`src/rtl/alu_arb_pkg.sv`:
```
// Shared opcodes, FSM encoding and flag layout for alu_arbiter.
// op_legal() is consulted only when ALU_ARB_OPCHK_EN is defined.
package alu_arb_pkg;

  localparam logic [3:0] OP_ADD  = 4'b0000;
  localparam logic [3:0] OP_SLL  = 4'b0001;
  localparam logic [3:0] OP_SLT  = 4'b0010;
  localparam logic [3:0] OP_SLTU = 4'b0011;
  localparam logic [3:0] OP_XOR  = 4'b0100;
  localparam logic [3:0] OP_SRL  = 4'b0101;
  localparam logic [3:0] OP_OR   = 4'b0110;
  localparam logic [3:0] OP_AND  = 4'b0111;
  localparam logic [3:0] OP_SUB  = 4'b1000;
  localparam logic [3:0] OP_SRA  = 4'b1101;

  typedef enum logic [2:0] {
    ST_IDLE  = 3'd0,
    ST_ISSUE = 3'd1,
    ST_RES   = 3'd2,
    ST_FLG   = 3'd3,
    ST_RESP  = 3'd4
  } state_t;

  localparam int FLG_ZF = 3;
  localparam int FLG_CF = 2;
  localparam int FLG_OF = 1;
  localparam int FLG_SF = 0;

  function automatic logic op_legal(input logic [3:0] op);
    return (op <= OP_SUB) || (op == OP_SRA);
  endfunction

endpackage

```
`src/rtl/rr_arbiter.sv`:
```
// Combinational round-robin picker: search starts one past i_ptr and wraps.
// Grants nothing while i_adv is low.
module rr_arbiter #(
  parameter int NREQ = 4,
  parameter int IW   = (NREQ > 1) ? $clog2(NREQ) : 1
) (
  input  logic [NREQ-1:0] i_req,
  input  logic [IW-1:0]   i_ptr,
  input  logic            i_adv,
  output logic [NREQ-1:0] o_grant,
  output logic [IW-1:0]   o_idx
);

  logic          w_found;
  logic [IW-1:0] w_cand;

  always_comb begin
    o_grant = '0;
    o_idx   = '0;
    w_found = 1'b0;
    w_cand  = '0;
    for (int k = 1; k <= NREQ; k++) begin
      w_cand = IW'((int'(i_ptr) + k) % NREQ);
      if (i_adv && !w_found && i_req[w_cand]) begin
        o_grant[w_cand] = 1'b1;
        o_idx           = w_cand;
        w_found         = 1'b1;
      end
    end
  end

endmodule

```
`src/rtl/alu_arbiter.sv`:
```
// Round-robin sharing of one registered ALU: one op in flight, response after 4 cycles.
// Build with ALU_ARB_OPCHK_EN to reject illegal opcodes with rsp_err in 1 cycle.
module alu_arbiter
  import alu_arb_pkg::*;
#(
  parameter int NREQ = 4,
  parameter int W    = 32
) (
  input  logic              clk,
  input  logic              rst,
  input  logic [NREQ-1:0]   req_valid,
  output logic [NREQ-1:0]   req_ready,
  input  logic [NREQ*W-1:0] req_a,
  input  logic [NREQ*W-1:0] req_b,
  input  logic [NREQ*4-1:0] req_op,
  output logic [NREQ-1:0]   rsp_valid,
  input  logic [NREQ-1:0]   rsp_ready,
  output logic [W-1:0]      rsp_data,
  output logic [3:0]        rsp_flags,
  output logic              rsp_err,
  output logic [W-1:0]      alu_a,
  output logic [W-1:0]      alu_b,
  output logic [3:0]        alu_op,
  input  logic [W-1:0]      alu_out,
  input  logic              alu_zf,
  input  logic              alu_cf,
  input  logic              alu_of,
  input  logic              alu_sf
);

  localparam int IW = (NREQ > 1) ? $clog2(NREQ) : 1;

  state_t          r_state;
  logic [IW-1:0]   r_ptr;
  logic [IW-1:0]   r_tag;
  logic [W-1:0]    r_alu_a;
  logic [W-1:0]    r_alu_b;
  logic [3:0]      r_alu_op;
  logic [NREQ-1:0] r_rsp_valid;
  logic [W-1:0]    r_rsp_data;
  logic [3:0]      r_rsp_flags;
`ifdef ALU_ARB_OPCHK_EN
  logic            r_rsp_err;
`endif

  logic [NREQ-1:0] w_grant;
  logic [IW-1:0]   w_idx;
  logic            w_adv;
  logic            w_req_hs;
  logic            w_rsp_hs;
  logic [W-1:0]    w_a;
  logic [W-1:0]    w_b;
  logic [3:0]      w_op;
  logic [NREQ-1:0] w_tag_oh;

  // Arbitration is only live in IDLE, and never while reset is asserted.
  assign w_adv = (r_state == ST_IDLE) && !rst;

  rr_arbiter #(
    .NREQ (NREQ),
    .IW   (IW)
  ) u_rr_arbiter (
    .i_req   (req_valid),
    .i_ptr   (r_ptr),
    .i_adv   (w_adv),
    .o_grant (w_grant),
    .o_idx   (w_idx)
  );

  assign req_ready = w_grant;
  assign w_req_hs  = |(req_valid & w_grant);
  assign w_rsp_hs  = |(r_rsp_valid & rsp_ready);
  assign w_tag_oh  = {{(NREQ-1){1'b0}}, 1'b1} << r_tag;

  always_comb begin
    w_a  = '0;
    w_b  = '0;
    w_op = '0;
    for (int i = 0; i < NREQ; i++) begin
      if (w_idx == IW'(i)) begin
        w_a  = req_a[i*W +: W];
        w_b  = req_b[i*W +: W];
        w_op = req_op[i*4 +: 4];
      end
    end
  end

  always_ff @(posedge clk or posedge rst) begin
    if (rst) begin
      r_state     <= ST_IDLE;
      r_ptr       <= IW'(NREQ - 1);
      r_tag       <= '0;
      r_alu_a     <= '0;
      r_alu_b     <= '0;
      r_alu_op    <= '0;
      r_rsp_valid <= '0;
      r_rsp_data  <= '0;
      r_rsp_flags <= '0;
`ifdef ALU_ARB_OPCHK_EN
      r_rsp_err   <= 1'b0;
`endif
    end else begin
      case (r_state)
        ST_IDLE: begin
          if (w_req_hs) begin
            r_tag <= w_idx;
            r_ptr <= w_idx;
`ifdef ALU_ARB_OPCHK_EN
            // Rejected ops leave the ALU operands untouched and answer at once.
            if (!op_legal(w_op)) begin
              r_rsp_data  <= '0;
              r_rsp_flags <= '0;
              r_rsp_err   <= 1'b1;
              r_rsp_valid <= w_grant;
              r_state     <= ST_RESP;
            end else
`endif
            begin
              r_alu_a  <= w_a;
              r_alu_b  <= w_b;
              r_alu_op <= w_op;
              r_state  <= ST_ISSUE;
            end
          end
        end
        ST_ISSUE: r_state <= ST_RES;
        ST_RES: begin
          r_rsp_data <= alu_out;
          r_state    <= ST_FLG;
        end
        ST_FLG: begin
          // Flags trail the result by one cycle in the ALU pipeline.
          r_rsp_flags[FLG_ZF] <= alu_zf;
          r_rsp_flags[FLG_CF] <= alu_cf;
          r_rsp_flags[FLG_OF] <= alu_of;
          r_rsp_flags[FLG_SF] <= alu_sf;
`ifdef ALU_ARB_OPCHK_EN
          r_rsp_err           <= 1'b0;
`endif
          r_rsp_valid         <= w_tag_oh;
          r_state             <= ST_RESP;
        end
        ST_RESP: begin
          if (w_rsp_hs) begin
            r_rsp_valid <= '0;
            r_state     <= ST_IDLE;
          end
        end
        default: r_state <= ST_IDLE;
      endcase
    end
  end

  assign alu_a     = r_alu_a;
  assign alu_b     = r_alu_b;
  assign alu_op    = r_alu_op;
  assign rsp_valid = r_rsp_valid;
  assign rsp_data  = r_rsp_data;
  assign rsp_flags = r_rsp_flags;
`ifdef ALU_ARB_OPCHK_EN
  assign rsp_err   = r_rsp_err;
`else
  assign rsp_err   = 1'b0;
`endif

endmodule

```
`config.mk`:
```
export PLATFORM = sky130hd
export DESIGN_NAME = alu_arbiter
export DESIGN_NICKNAME = d
export VERILOG_FILES = /design/src/rtl/alu_arb_pkg.sv /design/src/rtl/rr_arbiter.sv /design/src/rtl/alu_arbiter.sv
export SDC_FILE = /design/constraint.sdc
export NUM_CORES = 1
export LEC_CHECK = 0
export ABC_AREA = 0
export CAP_MARGIN = 20
export CORE_AREA = 2 2 165 167
export CTS_BUF_LIST = sky130_fd_sc_hd__clkbuf_8
export DETAILED_ROUTE_END_ITERATION = 10
export DIE_AREA = 0 0 167 169
export PLACE_DENSITY = 0.63
export SLEW_MARGIN = 20
export SYNTH_ARGS = -nofsm -noshare
export SYNTH_HDL_FRONTEND = slang
export SYNTH_HIERARCHICAL = 1
export SYNTH_SLANG_ARGS = --single-unit
```
`constraint.sdc`:
```
create_clock -name clk -period 4.55 [get_ports clk]
set_input_delay 0.91 -clock clk [delete_from_list [all_inputs] [get_ports clk]]
set_output_delay 0.91 -clock clk [all_outputs]
set_load 0.02 [all_outputs]
```
==> run summary <==
• completed — outcome
• 43 — number of distinct standard cells referenced by the synthesized netlist
• 1 — number of cells on the worst hold path
• 0.0143 ns — Layout Skew
• 115 — number of storage elements in the synthesis netlist
• 0 — number of synthesized flops with an enable pin
• 305 — number of DRC violations after detailed-routing iteration 0
• 0 — Final Max Tran Viols
• 0.08 ns — Clk pin slew, worst setup/hold paths
• sky130_fd_sc_hd__clkbuf_8 — root cell of the clock tree
• 0.236 GHz — maximum clock frequency
• 558 mW/mm2 — Power Dens Cells
• 4 — CTS H-tree lvls
• 0.507 ns — worst hold-check slack
• 60 — Cell Rows
• 0.75 ns — internal reg-to-reg setup slack
• 17 — number of buffers added by the clock tree synthesis step
• flip-flop to output pin — Worst Setup Path Type
• 0 — final number of hold-violating endpoints
• 0 — Post-CTS Repair Setup Buffers
• 16.3 um2 — Avg Cell Area, Syn
• 9400 um — wire length on met1
• 6 — yosys warns
• 0.286 ns — Setup WS pre-CTS
• 6.53 mW — Pwr Total
• 167 um — floorplan die width
• 0.0113 mm2 — area post-placement
• 78.2% — relative area change from synthesis to final layout
• 1156 — instance count after placement with tap cells included
• 1161 — count of nets after finishing
• 13 — highest net fanout along the worst path
• sky130_fd_sc_hd__dfrtp_1 — prevailing post-synth register cell
• 0 ns — sum of negative setup slack
• 0 — Finish-stage setup viols
• 70 — largest net degree at the start of global routing
• 0 — number of DRC violations after detailed routing
• 24.8% — effective utilization at floorplan
• 4.60 — drt via density
• 115 — TritonCTS sink count
• 43.8% — sequential element share of the synthesized area
• 0 — post-detailed-route count of antenna-violating nets
• 0 — Post-CTS Resized
• 5468 — number of vias in the routed layout
• rsp_data[22]$_DFFE_PP0P_ — hold path startpoint
• 44.2% — final design utilization
• 20.2 um — Routed wire per std cell
• 4.47 nW — leakage component of the power
• 0.0282 mm2 — die area
• 0 — number of hold buffers added after CTS
• 19200 um — post-detailed-placement half-perimeter wirelength
• 0.43 ns — insertion delay of the later-clocked pin in the worst-skew pair
• met4 — top routing layer used
• 5884 — vias in the first global route
• alu_b[18]$_DFFE_PP0P_ — worst r2r dst
• 1188 — non-filler instance count after layout
• r_ptr[1]$_DFFE_PP1P_ — launch instance of the worst register-to-register path
• 429 — I/O Buffers
• 431 — I/O pin total
• 0 — Max-Cap Viols
• 1940 um — met3 wire len
• false — RSZ-0062 raised after global routing
• 11 — R2R cell count
• 404 — count of mapped cells out of synthesis
• 35600 um — wire length of the first global-routing pass
• 0 — overall overflow remaining after global route
• 0.00657 mm2 — mapped cell area
• 2435 — number of filler instances in the final layout
• 3.33 ns — crit path DAT
• 0 — number of antenna violations at the first check in global routing
• rsp_data[22]$_DFFE_PP0P_ — Min-Delay Endpoint
• 169 um — height of the die
• 4.24 ns — post-layout min period
• 0.0117 mm2 — post-layout instance area
• flip-flop — crit start category
• 0.305 ns — worst path setup slack after routing
• 93.3% — share of the clock period used by the worst path
• 730 — syn nets
• flip-flop to flip-flop — Min-Delay Path Class
• 0.311 mV — Peak supply drop
• 55.3% — worst rel slew slack
• 5 — total iterations of the first detailed-routing run
• 100% — Synth async-reset ratio
• 3.64 ns — endpoint required time on the critical path
• 24000 um — DRT Wirelength
• 28.3% — fraction of final layout cells sized beyond drive strength 1
• 0.0265 mm2 — core footprint
• 16.7% — overall global routing resource usage
• 0.787 — final RePlAce weighted congestion
• done — CTS tree
• output pin — kind of end point of the critical path
• 0.671 ns — transition at the pin with the smallest max-transition slack
• 0 — diode count
• 2 — maximum buffer depth of the clock tree
• 12400 um — detailed-routed wire length on met2
## per-layer routing
layer  GRT usage, %  up-vias
met4           3.64        0
met2           29.0      255
met5              0        -
li1               -     2457
met3           5.56       14
met1           20.2     2742
## area by class of cell
type	instances	area [um2]	area share (%)
clock inverters	14	156	1.34
repair buffers	445	4500	38.5
clock buffers	17	234	2.00
inverters	5	21.3	0.182
well taps	341	427	3.65
flip-flops and latches	115	2880	24.6
multi-input cells	251	3480	29.8
## logic make-up after synthesis
kind of cell	Yosys count	share of synthesized area (%)
adders and majority gates	8	1.52
buffers and inverters	38	3.49
muxes	181	44.6
xor gates and xnor gates	1	0.133
DFF	115	43.8
other	1	0.0571
and+or+nand+nor	30	2.55
AOI/OAI and AO/OA	30	3.83
## worst max-delay path, stage by stage (launching register included)
cell and delay (ns):
sky130_fd_sc_hd__dfstp_2 0.68, sky130_fd_sc_hd__inv_1 0.14, sky130_fd_sc_hd__ha_1 0.44, sky130_fd_sc_hd__mux4_1 0.43, sky130_fd_sc_hd__nor2b_4 0.18, sky130_fd_sc_hd__and3_1 0.24
sky130_fd_sc_hd__nand2_1 0.08, sky130_fd_sc_hd__nand2_1 0.11, sky130_fd_sc_hd__clkdlybuf4s50_1 0.62
## flip-flops by register name, indices dropped and copies added (netlist names), 3 cells and up
register and count:
alu_a 32, alu_b 32, alu_op 4, r_state 3, rsp_data 32, rsp_flags 4, rsp_valid 4
## synthesized netlist by cell type (all sizes together) (3+ instances only)
library cell	count	area share, %
clkbuf	10	0.59
nand2	14	0.80
mux4	72	25
dfrtp	113	43
buf	23	2.6
a22oi	8	0.99
a22o	4	0.53
mux2	109	20
a21o	3	0.34
inv	5	0.29
and3	3	0.30
nor2	4	0.27
ha	8	1.5
o21ai	3	0.23
## power breakdown
group / total (mW) / switching [mW] / internal (mW)
sequential: 1.83 / 0.303 / 1.53
clock: 0.968 / 0.477 / 0.491
combinational: 3.74 / 1.60 / 2.13
## cell usage in the layout (no fill, tap or decap), types with 7 or more instances in the layout
cell and n:
sky130_fd_sc_hd__clkdlybuf4s50_1 429, sky130_fd_sc_hd__mux2_4 20, sky130_fd_sc_hd__clkbuf_8 17, sky130_fd_sc_hd__mux2_2 89, sky130_fd_sc_hd__buf_12 7, sky130_fd_sc_hd__ha_1 8
sky130_fd_sc_hd__a22oi_1 7, sky130_fd_sc_hd__buf_4 9, sky130_fd_sc_hd__dfrtp_1 113, sky130_fd_sc_hd__nand2_1 14, sky130_fd_sc_hd__mux4_2 71
## how the worst max path moves through the flow
stage	end	cells after the start	slack, ns	startpoint
final	req_ready[1]	8	0.31	r_ptr[1]$_DFFE_PP1P_
after floorplan	alu_a[0]$_DFFE_PP0P_	1	0.60	rst
after CTS	req_ready[0]	8	0.13	r_ptr[1]$_DFFE_PP1P_
after global placement	req_ready[1]	7	0.33	req_valid[1]
after detailed placement	req_ready[1]	7	0.29	req_valid[1]
after global routing	req_ready[0]	8	0.1	r_ptr[1]$_DFFE_PP1P_
Note: power is estimated with default switching activity, not from simulation.
==> patch 1, RTL diff (same flow settings) <==
Add a define of `ALU_ARB_OPCHK_EN`.
--- a/src/rtl/alu_arbiter.sv
+++ b/src/rtl/alu_arbiter.sv
@@ -1,5 +1,7 @@
 // Round-robin sharing of one registered ALU: one op in flight, response after 4 cycles.
 // Build with ALU_ARB_OPCHK_EN to reject illegal opcodes with rsp_err in 1 cycle.
+`define ALU_ARB_OPCHK_EN
+
 module alu_arbiter
   import alu_arb_pkg::*;
 #(
Function: changed (Yosys sat finds a counterexample within 4 cycles, from zero or initial values and one cycle with rst high).
==> patch 1 against the original RTL <==
Synthesized area rose by 4.0%; cell count is 10% higher; global-route usage up 1.8 points; design area grew 2.8%; routed wire length up 12%; setup slack worse by 0.032 ns; maximum frequency fell by 0.76%; sequential cell count is 1 higher.
Power is not compared: it rests on default switching activity, and its combinational part moved more than twofold at a synthesized area within 25%.
==> patch 1: results (changes against the original RTL) <==
\begin{tabular}{lr}
\hline
Metric & Value \\
\hline
\multicolumn{2}{l}{\textbf{Finish}} \\
Fraction of layout cells with a size suffix above 1 & 0.2212 (was 0.2834) \\
\multicolumn{2}{l}{\textbf{Setup path}} \\
Maximum fanout encountered on the critical timing path & 6 (was 13) \\
Arrival time at the worst endpoint & 3.37 ns (was 3.33 ns) \\
\multicolumn{2}{l}{\textbf{Global routing}} \\
Via count of the first global-routing pass & 6619 (was 5884) \\
Largest net degree at the start of global routing & 61 (was 70) \\
Met3 usage in global routing & 0.05822 (was 0.05565) \\
Initial antenna violation count & 3 (was 0) \\
Met2 capacity usage during global routing & 0.3224 (was 0.2899) \\
\multicolumn{2}{l}{\textbf{Place}} \\
Post-placement worst setup slack & -0.0001625 ns (was 0.2863 ns) \\
Final HPWL DP & 20990 µm (was 19160 µm) \\
Count of input and output buffers & 430 (was 429) \\
\multicolumn{2}{l}{\textbf{Yosys}} \\
Net count of the mapped netlist & 844 (was 730) \\
Cell types with the highest counts after synthesis & sky130\_fd\_sc\_hd\_\_dfrtp\_1, sky130\_fd\_sc\_hd\_\_nand2\_1, sky130\_fd\_sc\_hd\_\_mux4\_2 (was sky130\_fd\_sc\_hd\_\_dfrtp\_1, sky130\_fd\_sc\_hd\_\_mux2\_2, sky130\_fd\_sc\_hd\_\_mux4\_2) \\
Number of distinct library cells after synthesis & 47 (was 43) \\
Portion of the post-synthesis area used by sequential elements & 0.4251 (was 0.4385) \\
Post-synthesis cell count & 518 (was 404) \\
Leading cell types by total area after synthesis & sky130\_fd\_sc\_hd\_\_dfrtp\_1, sky130\_fd\_sc\_hd\_\_mux4\_2, sky130\_fd\_sc\_hd\_\_mux2\_2, sky130\_fd\_sc\_hd\_\_mux2\_4, sky130\_fd\_sc\_hd\_\_nand2\_1 (was sky130\_fd\_sc\_hd\_\_dfrtp\_1, sky130\_fd\_sc\_hd\_\_mux4\_2, sky130\_fd\_sc\_hd\_\_mux2\_2, sky130\_fd\_sc\_hd\_\_mux2\_4, sky130\_fd\_sc\_hd\_\_buf\_6) \\
\multicolumn{2}{l}{\textbf{Detailed routing}} \\
Vias after detailed routing & 6220 (was 5468) \\
Number of DRC markers in iteration 0 & 378 (was 305) \\
DR WL/cell & 20.46 µm (was 20.19 µm) \\
Met2 wire length & 14000 µm (was 12440 µm) \\
Routed metal-1 wire length & 10290 µm (was 9395 µm) \\
Met3 routed WL & 2120 µm (was 1936 µm) \\
\multicolumn{2}{l}{\textbf{STA}} \\
Setup Skew & 0.01582 ns (was 0.01434 ns) \\
\multicolumn{2}{l}{\textbf{Run status}} \\
Result of the run & finished, final reports clean (unchanged) \\
\hline
\end{tabular}
patch 1: worst paths after layout:
| kind | slack, ns | cells past startpoint | end | from |
|---|---|---|---|---|
| max | 0.27 | 9 | req_ready[1] | req_valid[1] |
| min | 0.48 | 1 | rsp_err | rsp_err |
| max reg2reg | 0.50 | 13 | alu_b[6] | r_ptr[0] |
| min reg2reg | 0.48 | 1 | rsp_err | rsp_err |
| max in group asynchronous | 2.67 | 3 | alu_b[3] | rst |
| min in group asynchronous | 1.04 | 2 | rsp_valid[0] | rst |
patch 1: power breakdown:
| part | internal, W | total, W | switching [W] |
|---|---|---|---|
| clock network | 0.000490 | 0.000958 | 0.000468 |
| logic | 0.000289 | 0.000378 | 0.0000890 |
| registers | 0.00103 | 0.00103 | 0 |
| total | 0.00181 | 0.00237 | 0.000557 |
patch 1: critical path, cell delays in order:
cell and delay, ns:
sky130_fd_sc_hd__clkdlybuf4s50_1 0.42, sky130_fd_sc_hd__buf_4 0.16, sky130_fd_sc_hd__mux4_2 0.52, sky130_fd_sc_hd__nor2_2 0.18
sky130_fd_sc_hd__and3_2 0.25, sky130_fd_sc_hd__a22oi_1 0.09, sky130_fd_sc_hd__nand2_1 0.10, sky130_fd_sc_hd__buf_4 0.13
sky130_fd_sc_hd__clkdlybuf4s50_1 0.61
patch 1: logic make-up after synthesis:
family,share of synthesized area
compound gates,0.07232
flops,0.4251
fa+ha+maj,0.01465
simple gates,0.07946
mux,0.3720
buf+inv,0.03387
xor+xnor,0.002564
patch 1: final cells by class:
class / instances / area [µm²]
Fill cell: 2472 / 14470
Multi-Input combinational cell: 357 / 3727
Antenna cell: 4 / 10.01
Timing Repair Buffer: 455 / 4554
Inverter: 3 / 13.76
Clock buffer: 17 / 234.0
Tap cell: 341 / 426.7
Sequential cell: 116 / 2905
Clock inverter: 15 / 156.4
==> patch 2, RTL diff (same settings) <==
Made on the original files. Encoding of `state_t`: now one-hot (5 bits for 5 states).
--- a/src/rtl/alu_arb_pkg.sv
+++ b/src/rtl/alu_arb_pkg.sv
@@ -13,12 +13,12 @@
   localparam logic [3:0] OP_SUB  = 4'b1000;
   localparam logic [3:0] OP_SRA  = 4'b1101;
 
-  typedef enum logic [2:0] {
-    ST_IDLE  = 3'd0,
-    ST_ISSUE = 3'd1,
-    ST_RES   = 3'd2,
-    ST_FLG   = 3'd3,
-    ST_RESP  = 3'd4
+  typedef enum logic [4:0] {
+    ST_IDLE  = 5'b00001,
+    ST_ISSUE = 5'b00010,
+    ST_RES   = 5'b00100,
+    ST_FLG   = 5'b01000,
+    ST_RESP  = 5'b10000
   } state_t;
 
   localparam int FLG_ZF = 3;
Formal check against the unedited RTL: no difference found for any inputs over 4 cycles, from zero or initial values and one cycle with rst high; so few cycles prove little.
==> patch 2 against the original RTL <==
Global-route usage shrank 0.055 points; routed wire length shrank 0.45%; critical path depth unchanged; total power grew 15%; sequential cell count is 2 higher; critical path type unchanged; maximum frequency shrank 1.9%; count of clock-buffer cells in the layout increased by 2; design area increased by 2.3%; synthesized area is 6.9% higher; setup slack got worse by 0.082 ns; die area unchanged; utilization increased by 1.0 points; register-to-register slack improved by 0.02 ns.
==> patch 2: results (changes against the original RTL) <==
\begin{tabular}{lr}
\hline
Metric & Value \\
\hline
\multicolumn{2}{l}{\textbf{Run status}} \\
Result of the run & finished, final reports clean (unchanged) \\
\multicolumn{2}{l}{\textbf{Detailed routing}} \\
Wire length reported by the detailed router & 23880 µm (was 23990 µm) \\
\multicolumn{2}{l}{\textbf{Finish}} \\
Filler-free cell count of the finished design & 1199 (was 1188) \\
Fill cell instance count of the final layout & 2398 (was 2435) \\
Fraction of layout cells with a size suffix above 1 & 0.2777 (was 0.2834) \\
Number of nets in the layout & 1170 (was 1161) \\
\multicolumn{2}{l}{\textbf{Global routing}} \\
Via count of the first global-routing pass & 6044 (was 5884) \\
Initial antenna violation count & 1 (was 0) \\
Wire length of the first global-routing pass & 35620 µm (was 35590 µm) \\
Largest net degree at the start of global routing & 65 (was 70) \\
Global-route usage over all layers & 0.1664 (was 0.1669) \\
\multicolumn{2}{l}{\textbf{STA}} \\
Worst slew margin & 0.4482 (was 0.5528) \\
Setup Skew & 0.02084 ns (was 0.01434 ns) \\
Share of the cycle needed by the critical path after routing & 0.9510 (was 0.9330) \\
\multicolumn{2}{l}{\textbf{Yosys}} \\
Number of distinct library cells after synthesis & 51 (was 43) \\
Net count of the mapped netlist & 746 (was 730) \\
XOR/XNOR Fraction of Synth Area & 0.001247 (was 0.001333) \\
Cell types with the highest counts after synthesis & sky130\_fd\_sc\_hd\_\_dfrtp\_1, sky130\_fd\_sc\_hd\_\_mux4\_2, sky130\_fd\_sc\_hd\_\_mux2\_4 (was sky130\_fd\_sc\_hd\_\_dfrtp\_1, sky130\_fd\_sc\_hd\_\_mux2\_2, sky130\_fd\_sc\_hd\_\_mux4\_2) \\
Portion of the post-synthesis area used by sequential elements & 0.4173 (was 0.4385) \\
\multicolumn{2}{l}{\textbf{Setup path}} \\
Terminus of the critical flop-to-flop path & alu\_b[29] (was alu\_b[18]) \\
Register-to-register setup slack & 0.77 ns (was 0.75 ns) \\
End point of the critical path & req\_ready[2] (was req\_ready[1]) \\
\multicolumn{2}{l}{\textbf{Power and ir drop}} \\
Pleak & 4.664 nW (was 4.471 nW) \\
Max rail drop VDD & 0.0003510 V (was 0.0003107 V) \\
Net Sw Frac & 0.3632 (was 0.3649) \\
\multicolumn{2}{l}{\textbf{Place}} \\
Routability congestion estimate from global placement & 0.8508 (was 0.7866) \\
\hline
\end{tabular}
## patch 2: power groups by stage
stage          Combinational [W]  Clock (W)  Sequential (W)
3_3_place_gp             0.00472          0         0.00185
2_1_floorplan            0.00251          0         0.00243
6_report                 0.00468   0.000994         0.00185
4_1_cts                  0.00475    0.00103         0.00186
3_5_place_dp             0.00475          0         0.00185
5_1_grt                  0.00495    0.00109         0.00193
## patch 2: layer usage
layer  share of wire  global-route usage  vias up
met2            0.50              0.2759      273
met3           0.084             0.05635       31
met5               0                   0        -
met4           0.025             0.06334        0
li1                -                   -     2518
met1            0.39              0.2004     2781
## patch 2: worst min path at each step
stage | start | end | slack, ns | cells after the start
after floorplan | r_tag[1] | rsp_valid[0] | 0.47 | 1
after global placement | rsp_data[25] | rsp_data[25] | 0.49 | 1
after detailed placement | rsp_flags[0] | rsp_flags[0] | 0.49 | 1
after CTS | rsp_data[7] | rsp_data[7] | 0.51 | 1
after global routing | rsp_data[23] | rsp_data[23] | 0.53 | 1
final | rsp_data[7] | rsp_data[7] | 0.51 | 1
## patch 2: cell families after synthesis
group / count (synthesis)
mux: 181
flops: 117
buf+inv: 42
compound gates: 37
simple gates: 33
fa+ha+maj: 8
other cells: 1
xor+xnor: 1
## patch 2: area by class of cell
type,instances,share of cell area
Antenna cell,1,0.0002089
Clock buffer,19,0.02183
Clock inverter,13,0.01233
Inverter,8,0.002716
Multi-Input combinational cell,261,0.3115
Sequential cell,117,0.2448
Tap cell,341,0.03562
Timing Repair Buffer,439,0.3710
